### src/rtl/vending_machine_param.sv
// Parametrised vending controller: priced items with stock, saturating
// coin balance, buy/return handling and a fixed-length serial report.
module vending_machine_param #(
  parameter int N_ITEM    = 6,
  parameter int ITEM_W    = 3,
  parameter int PRICE_W   = 5,
  parameter int COIN_W    = 6,
  parameter int ACC_W     = 9,
  parameter int CNT_W     = 6,
  parameter int MAX_STOCK = 7,
  parameter int CONS_W    = 4
) (
  input  logic               clk,
  input  logic               rst_n,
  input  logic               in_item_valid,
  input  logic [PRICE_W-1:0] in_item_price,
  input  logic               in_coin_valid,
  input  logic [COIN_W-1:0]  in_coin,
  input  logic               in_rtn_coin,
  input  logic [ITEM_W-1:0]  in_buy_item,
  output logic [ACC_W-1:0]   out_monitor,
  output logic               out_valid,
  output logic [CONS_W-1:0]  out_consumer,
  output logic [CNT_W-1:0]   out_sell_num
);

  localparam int RPT_L = (N_ITEM > 6) ? N_ITEM : 6;
  localparam int IDX_W = $clog2(RPT_L);
  localparam int STK_W = $clog2(MAX_STOCK + 1);
  localparam int LD_W  = $clog2(N_ITEM + 1);

  localparam logic [ACC_W-1:0] C50 = ACC_W'(50);
  localparam logic [ACC_W-1:0] C20 = ACC_W'(20);
  localparam logic [ACC_W-1:0] C10 = ACC_W'(10);
  localparam logic [ACC_W-1:0] C5  = ACC_W'(5);

  typedef enum logic [1:0] {
    IDLE,
    LOAD,
    COIN,
    REPORT
  } state_e;

  state_e state_q, state_d;

  logic [ACC_W-1:0]   bal_q, bal_d;
  logic [ACC_W-1:0]   mon_q;
  logic [PRICE_W-1:0] price_q [N_ITEM];
  logic [STK_W-1:0]   stock_q [N_ITEM];
  logic [CNT_W-1:0]   sell_q  [N_ITEM];
  logic [LD_W-1:0]    ld_cnt_q, ld_cnt_d;
  logic [IDX_W-1:0]   rpt_cnt_q, rpt_cnt_d;
  logic [CONS_W-1:0]  word_q [6];
  logic [CONS_W-1:0]  word_d [6];
  logic               valid_q;
  logic [CONS_W-1:0]  cons_q;
  logic [CNT_W-1:0]   selln_q;

  logic [LD_W-1:0]    ld_cnt_nxt;
  logic               ld_shift, ld_last;
  logic               coin_ev, req_ok, rtn_ev, buy_ev;
  logic               item_ok, buy_ok, sale, word_ld;
  logic [PRICE_W-1:0] sel_price;
  logic [STK_W-1:0]   sel_stock;
  logic [N_ITEM-1:0]  sale_vec;
  logic [ACC_W:0]     coin_sum;
  logic [ACC_W-1:0]   coin_bal;
  logic [ACC_W-1:0]   chg, r1, r2, r3, r4;
  logic [ACC_W-1:0]   n50, n20, n10, n5;
  logic [CONS_W-1:0]  rpt_cons;
  logic [CNT_W-1:0]   rpt_sell;

  assign coin_sum = {1'b0, bal_q} + (ACC_W + 1)'(in_coin);
  assign coin_bal = coin_sum[ACC_W] ? '1 : coin_sum[ACC_W-1:0];

  assign ld_shift   = in_item_valid &&
                      (state_q == IDLE || state_q == LOAD);
  assign ld_cnt_nxt = ((state_q == LOAD) ? ld_cnt_q : '0)
                      + LD_W'(1);
  assign ld_last    = ld_shift && (ld_cnt_nxt == LD_W'(N_ITEM));

  // A price-load strobe in IDLE takes precedence over a coin.
  assign coin_ev = in_coin_valid &&
                   (state_q == COIN ||
                    (state_q == IDLE && !in_item_valid));
  assign req_ok  = (state_q == COIN) && !in_coin_valid;
  assign rtn_ev  = req_ok && in_rtn_coin;
  assign buy_ev  = req_ok && !in_rtn_coin &&
                   (in_buy_item != '0);

  always_comb begin
    item_ok   = 1'b0;
    sel_price = '0;
    sel_stock = '0;
    for (int j = 0; j < N_ITEM; j++) begin
      if (in_buy_item == ITEM_W'(j + 1)) begin
        item_ok   = 1'b1;
        sel_price = price_q[j];
        sel_stock = stock_q[j];
      end
    end
  end

  assign buy_ok = item_ok && (sel_stock != '0) &&
                  (bal_q >= ACC_W'(sel_price));
  assign sale   = buy_ev && buy_ok;

  always_comb begin
    sale_vec = '0;
    for (int j = 0; j < N_ITEM; j++) begin
      sale_vec[j] = sale &&
                    (in_buy_item == ITEM_W'(j + 1));
    end
  end

  // Greedy change breakdown, latched when the report starts.
  always_comb begin
    chg = '0;
    if (rtn_ev) begin
      chg = bal_q;
    end else if (sale) begin
      chg = bal_q - ACC_W'(sel_price);
    end
    n50 = chg / C50;
    r1  = chg - n50 * C50;
    n20 = r1 / C20;
    r2  = r1 - n20 * C20;
    n10 = r2 / C10;
    r3  = r2 - n10 * C10;
    n5  = r3 / C5;
    r4  = r3 - n5 * C5;
    word_d[0] = sale ? CONS_W'(in_buy_item) : '0;
    word_d[1] = CONS_W'(n50);
    word_d[2] = CONS_W'(n20);
    word_d[3] = CONS_W'(n10);
    word_d[4] = CONS_W'(n5);
    word_d[5] = CONS_W'(r4);
  end

  always_comb begin
    state_d   = state_q;
    bal_d     = bal_q;
    ld_cnt_d  = ld_shift ? ld_cnt_nxt : '0;
    rpt_cnt_d = '0;
    word_ld   = rtn_ev || buy_ev;
    if (coin_ev) begin
      bal_d = coin_bal;
    end else if (rtn_ev || sale) begin
      bal_d = '0;
    end
    unique case (state_q)
      IDLE: begin
        if (ld_shift) begin
          state_d = ld_last ? IDLE : LOAD;
        end else if (coin_ev) begin
          state_d = COIN;
        end
      end
      LOAD: begin
        if (!in_item_valid || ld_last) begin
          state_d = IDLE;
        end
      end
      COIN: begin
        if (rtn_ev || buy_ev) begin
          state_d = REPORT;
        end
      end
      REPORT: begin
        rpt_cnt_d = rpt_cnt_q + IDX_W'(1);
        if (rpt_cnt_q == IDX_W'(RPT_L - 1)) begin
          state_d = (bal_q == '0) ? IDLE : COIN;
        end
      end
      default: state_d = IDLE;
    endcase
  end

  always_comb begin
    rpt_cons = '0;
    rpt_sell = '0;
    for (int j = 0; j < 6; j++) begin
      if (rpt_cnt_q == IDX_W'(j)) begin
        rpt_cons = word_q[j];
      end
    end
    for (int j = 0; j < N_ITEM; j++) begin
      if (rpt_cnt_q == IDX_W'(j)) begin
        rpt_sell = sell_q[j];
      end
    end
  end

  always_ff @(posedge clk or negedge rst_n) begin
    if (!rst_n) begin
      state_q   <= IDLE;
      bal_q     <= '0;
      mon_q     <= '0;
      ld_cnt_q  <= '0;
      rpt_cnt_q <= '0;
      valid_q   <= 1'b0;
      cons_q    <= '0;
      selln_q   <= '0;
    end else begin
      state_q   <= state_d;
      bal_q     <= bal_d;
      mon_q     <= bal_q;
      ld_cnt_q  <= ld_cnt_d;
      rpt_cnt_q <= rpt_cnt_d;
      valid_q   <= (state_q == REPORT);
      cons_q    <= (state_q == REPORT) ? rpt_cons : '0;
      selln_q   <= (state_q == REPORT) ? rpt_sell : '0;
    end
  end

  always_ff @(posedge clk or negedge rst_n) begin
    if (!rst_n) begin
      for (int j = 0; j < 6; j++) begin
        word_q[j] <= '0;
      end
    end else if (word_ld) begin
      for (int j = 0; j < 6; j++) begin
        word_q[j] <= word_d[j];
      end
    end
  end

  // Prices shift in from the top so the first strobe ends at item 1.
  always_ff @(posedge clk or negedge rst_n) begin
    if (!rst_n) begin
      for (int j = 0; j < N_ITEM; j++) begin
        price_q[j] <= '0;
        stock_q[j] <= '0;
        sell_q[j]  <= '0;
      end
    end else begin
      if (ld_shift) begin
        price_q[N_ITEM-1] <= in_item_price;
        for (int j = 0; j < N_ITEM - 1; j++) begin
          price_q[j] <= price_q[j+1];
        end
      end
      for (int j = 0; j < N_ITEM; j++) begin
        if (ld_last) begin
          stock_q[j] <= STK_W'(MAX_STOCK);
          sell_q[j]  <= '0;
        end else if (sale_vec[j]) begin
          stock_q[j] <= stock_q[j] - STK_W'(1);
          if (sell_q[j] != '1) begin
            sell_q[j] <= sell_q[j] + CNT_W'(1);
          end
        end
      end
    end
  end

  assign out_monitor  = mon_q;
  assign out_valid    = valid_q;
  assign out_consumer = cons_q;
  assign out_sell_num = selln_q;

endmodule

### config.mk
export PLATFORM = sky130hd
export DESIGN_NAME = vending_machine_param
export DESIGN_NICKNAME = d
export VERILOG_FILES = /design/src/rtl/vending_machine_param.sv
export SDC_FILE = /design/constraint.sdc
export NUM_CORES = 1
export LEC_CHECK = 0
export ABC_AREA = 1
export CAP_MARGIN = 20
export CORE_ASPECT_RATIO = 1.2
export CORE_MARGIN = 2
export CORE_UTILIZATION = 35
export CTS_CLUSTER_DIAMETER = 200
export CTS_CLUSTER_SIZE = 14
export DETAILED_ROUTE_END_ITERATION = 12
export PLACE_DENSITY = 0.6
export SYNTH_ARGS = -nofsm -noshare
export SYNTH_HDL_FRONTEND = slang
export SYNTH_SLANG_ARGS = --single-unit
### constraint.sdc
create_clock -name clk -period 31.1 [get_ports clk]
set_clock_uncertainty 0.1 [all_clocks]
set_input_delay 6.22 -clock clk [delete_from_list [all_inputs] [get_ports clk]]
set_output_delay 6.22 -clock clk [all_outputs]
set_load 0.1 [all_outputs]
After elaboration in Yosys (flattened, before gate mapping)
Index checks and enable logic that the tools add are counted.

word-level totals
  output and inout bits = 20
  word-level logic and storage cells = 215
  input port bits = 19
  flip-flop bits (word level) = 145

cells by class
  equality and inequality tests = 25
  mux-type cells = 79
  divide/modulo/power cells = 4
  order comparisons = 1
  add/sub/neg operators = 20
  multipliers = 4
  reduce and logical (&&, ||, !) cells = 50

operator list
  cell                   count
  $mux W6                25
  $mux W3                22
  $mux W9                5
  $add A6 B1 Y6 const B  6
  $ne A6 B6 Y1 const B   6
  $mux W5                6
  $mux W4                7
  $sub A9 B9 Y9          3
  $reduce_bool A2 Y1     13
  $eq A3 B3 Y1 const B   6
  $sub A3 B1 Y3 const B  6
  $logic_and A1 B1 Y1    17
  $eq A3 B2 Y1 const B   4
  $mux W2                6
  $reduce_and A2 Y1      6
  $add A9 B6 Y10         1
  $div A9 B3 Y9 const B  1
  $div A9 B4 Y9 const B  1
  $div A9 B5 Y9 const B  1
  $div A9 B6 Y9 const B  1
  $ge A9 B5 Y1           1
  $logic_not A9 Y1       1
  $mul A9 B3 Y4 const B  1
  $mul A9 B3 Y7 const B  1
  other kinds (19)       36

Logic depth before layout (Yosys ltp)
  depth in word-level cells = 25
  mapped depth = 163

Worst setup path before layout
Ideal clock, no wire load.

  path kind = input port to flip-flop
  from = input port in_buy_item[1]
  to = register word_q[3] (netlist bit)
  library setup time = 117 ps
  buffers on the path = 0
  data arrival time = 24,537 ps
  path slack = 6,346 ps
  stages = 146
  required time = 30,883 ps
  path through = nor3_1 > nand2_1 > o21ai_0 > o22ai_1 > o221ai_1 > ha_1 > inv_1 > fa_1 > nand2_1 > nand2_1 > a21oi_1 > nor2_1 > nor3_4 > nand2_1 > nand2_1 > nand2_2 > nor2_1 > nand2_1 > (+110 left out) > nand3_2 > nand2_4 > nand3_1 > nand2_2 > inv_2 > ha_1 > xnor2_1 > nand2_2 > a21oi_4 > nand2_2 > ha_1 > ha_1 > xor2_1 > xor2_1 > xor2_1 > nand3_1 > nand3_1 > nand2_1

between the ends
  cells in the longest elaborated chain, start to end = 25
  elaborated cells between the ends (all ways) = 47
  those cells by class = add/sub (5); mul (4); div (4); order compare (1); eq/ne (6); mux (20); reduce/logical (7)

RTL lines
  item                                                                   line  text
  start, declared                                                        20    input logic [ITEM_W-1:0] in_buy_item,
  parallel branches: the longest is 11 deep, another holds $ge A9 B5 Y1  --
  $mux W9 *                                                              121   end else if (sale) begin
  $mux W9 *                                                              119   if (rtn_ev) begin
  $div A9 B6 Y9 *                                                        124   n50 = chg / C50;
  named net n50[2]                                                       69    logic [ACC_W-1:0] n50, n20, n10, n5;
  $mul A9 B5 Y8 *                                                        125   r1 = chg - n50 * C50;
  $sub A9 B9 Y9 *                                                        125
  $div A9 B5 Y9 *                                                        126   n20 = r1 / C20;
  named net n20[3]                                                       69
  (+2 left out)                                                          --
  $div A9 B4 Y9 *                                                        128   n10 = r2 / C10;
  named net n10[2]                                                       69
  $mul A9 B3 Y8 *                                                        129   r3 = r2 - n10 * C10;
  $sub A9 B9 Y9 *                                                        129
  $div A9 B3 Y9 *                                                        130   n5 = r3 / C5;
  named net n5[0]                                                        69
  $mul A9 B3 Y4 *                                                        131   r4 = r3 - n5 * C5;
  $sub A4 B4 Y4 *                                                        131
  end signal, assigned by index                                          223   word_q[j] <= word_d[j];
  end, declared                                                          53    logic [CONS_W-1:0] word_q [6];

Mark *: on every way through the listed nets, which the timed path passes.
A chain may end at the register's enable or synchronous reset.

Final worst setup path
  from = input port in_buy_item[0]
  to = register word_q[3] (netlist bit)

The elaborated chain is that of the path after synthesis.

==> results.toml <==
[sta]
period_minus_slack_ps = 27840
tns_ps = 0
worst_pin_slew_ps = 1010
fmax_mhz = 35.9
relSlewSlack = 0.324
hold_viol = 0
setup_viol = 0
rsz0062_at_grt = "false"
period_share = 0.895
drv_slew = 0

[critical_path]
crit_required_ps = 31320
ff2ff_setup_slack_ps = 9990
timing.critical_path.mode_cell = "nand2_1"
critPathMaxFanout = 12
cp-end-kind = "flip-flop"
regToRegEndpoint = "word_q[3]"
crit_slowest_cell = "nor3_1"
critPathMaxStageDelay_ps = 690
critPathKind = "input port to flip-flop"
rr_startpoint = "price_q[23]"
cp_data_arrival_time_ps = 28060
r2r_cells = 149
startpoint_type = "input port"

[grt]
antenna_found_initial = 1
grt_pass1_wl_mm = 40.2
grt_max_degree = 74
grt-busiest-layer = "met2"
grtUsageMet3 = 0.0203
global_route.usage.total = 0.156
grt_pass1_vias = 8750
grt_overflow = 0
grtUsageMet1 = 0.187
use_met2 = 0.286

[floorplanning]
core-area_um2 = 29400
fp.dieW_um = 162
row_count = 69
initial_utilization = 0.354
die_area_um2 = 31200
dieHeight_um = 193
top_level_ports = 39

[clock_network]
cts_tree = "built"
cts_buffers = 17
cts.clk_slew.worst_paths_ps = 70
clock_sinks = 144
htree_num_levels = 4
clock_path_buffers = 2
hold_buffers = 0
clock-root-buffer = "clkbuf_16"
post-cts-setup-buffers = 0
clk_latency_ps = 430
cts_resized = 0

[cells_and_area]
synthToLayoutAreaGrowth_pct = 13.3
nNetsFinal = 1515
layout-drive-gt1-share = 0.0938
n_fill_cell = 2968

[job]
maxCapViolCount = 0

[synthesis]
ys_ff_latch = 144
syn_inst = 1369
synth-edff-count = 0
syn_area_um2 = 10400
synthDistinctLibCells = 56
seq_area_frac_synth = 0.346
yosysWarnings = 0
avgSynthCellArea_um2 = 7.61
synthArstFlopShare = 1.00
syn_nets = 1479
ys.flop_type = "dfrtp_1"

[drt]
ant_nets = 0
wl_mm = 23.0
vias = 8791
wl_per_cell_um = 12.7
firstDrtPassIters = 5
post-route-drc-count = 0
drt-initial-drc-count = 392
routed_via_density = 4.86

[hold_path]
hold_depth = 0
min_to = "out_monitor[0]"
worstHoldStart = "bal_q[0]"
hold_class = "flip-flop to flip-flop"

[place]
dp_hpwl_mm = 17.4
place_congestion = 0.817
port-buffer-count = 38

[run_status]
status = "finished clean"
-- state kept, by name, summed over array words and instances (netlist names) --
name          flops
sell_q           36
price_q          30
word_q           23
stock_q          18
bal_q             9
out_monitor       9
out_sell_num      6
out_consumer      4
ld_cnt_q          3
rpt_cnt_q         3
state_q           2
out_valid         1
-- synthesized netlist by cell type (all sizes together) (10+ instances only) --
cell | count | area [um2]
a21oi | 84 | 435
clkbuf | 24 | 90.1
dfrtp | 144 | 3600
ha | 83 | 1040
inv | 242 | 913
nand2 | 267 | 1160
nand3 | 84 | 508
nand4 | 13 | 93.8
nor2 | 87 | 360
nor3 | 48 | 252
o21ai | 163 | 827
o22ai | 10 | 62.6
xnor2 | 12 | 105
xor2 | 36 | 330
-- per-layer routing --
layer	routed length, um	up-vias
met3	510	28
met4	440	0
met2	11600	108
met1	10400	4081
li1	-	4574
met5	0	-
-- cells by family (layout without fill, tap and decap cells) --
group           after synthesis  count (layout)  synth area share
other cells                   0               1                 0
xor+xnor                     48              48            0.0418
flops                       144             144             0.346
simple gates                510             510             0.234
fa+ha+maj                    91              91             0.115
compound gates              306             306             0.165
buf+inv                     270             319            0.0982
-- worst max path at each step --
stage | start | to | slack (ps)
final | in_buy_item[0] | word_q[3] | 3260
after global routing | in_buy_item[0] | word_q[3] | 660
after CTS | in_buy_item[0] | word_q[3] | 3270
after detailed placement | in_buy_item[0] | word_q[3] | 2880
after global placement | in_buy_item[0] | word_q[3] | 3370
after floorplan | in_buy_item[1] | word_q[3] | 6350
-- layout by cell type, fill, tap and decap left out, drive strengths merged, types with 2 or more instances in the layout --
| cell type | Yosys | routed |
|---|---|---|
| buf | 2 | 6 |
| inv | 242 | 243 |
| o21ai | 163 | 163 |
| o2111ai | 2 | 2 |
| a31oi | 4 | 4 |
| clkdlybuf4s50 | 0 | 37 |
| a221oi | 4 | 4 |
| clkbuf | 24 | 19 |
| o211ai | 7 | 7 |
| fa | 8 | 8 |
| nor4 | 4 | 4 |
| o21a | 2 | 2 |
| clkinv | 2 | 6 |
| a21o | 8 | 8 |
| xnor2 | 12 | 12 |
| nand2 | 267 | 267 |
| nand4 | 13 | 13 |
| ha | 83 | 83 |
| o21bai | 5 | 5 |
| xor2 | 36 | 36 |
| or2 | 5 | 5 |
| nor3 | 48 | 48 |
| o31ai | 4 | 4 |
| o22ai | 10 | 10 |
| o221ai | 6 | 6 |
| nand3 | 84 | 84 |
| nor2 | 87 | 87 |
| clkinvlp | 0 | 6 |
| a21oi | 84 | 84 |
| bufinv | 0 | 2 |
| dfrtp | 144 | 144 |
-- area by class of cell --
class                   count  area [um2]  share of cell area
well taps                 390         488              0.0413
flip-flops and latches    144        3600               0.305
multi-input cells         955        5800               0.491
repair buffers             43         419              0.0355
clock buffers              19         433              0.0367
inverters                 244         921              0.0780
diodes                      1        2.50            0.000212
clock inverters            13         140              0.0119
-- worst max-delay path: cells and delay by family --
kind | cells | cell delay (ps)
compound gates | 22 | 3980
fa+ha+maj | 18 | 4870
buf+inv | 28 | 2840
xor+xnor | 10 | 1910
simple gates | 74 | 8220
-- metrics by stage --
stage               hold WS (ps)  cells  instance area [um2]   util  setup WS [ps]
finish                       318   1809                11800  0.401           3260
global route                 325   1809                11800  0.401            656
CTS                          321   1808                11800  0.401           3270
detailed placement           304   1776                11200  0.382           2880
global placement             302   1776                11200  0.382           3370
floorplan                    278   1369                10400      -           6350
Power is not shown: default switching activity piles up to over one toggle a cycle in this logic, so the estimate is an artifact.
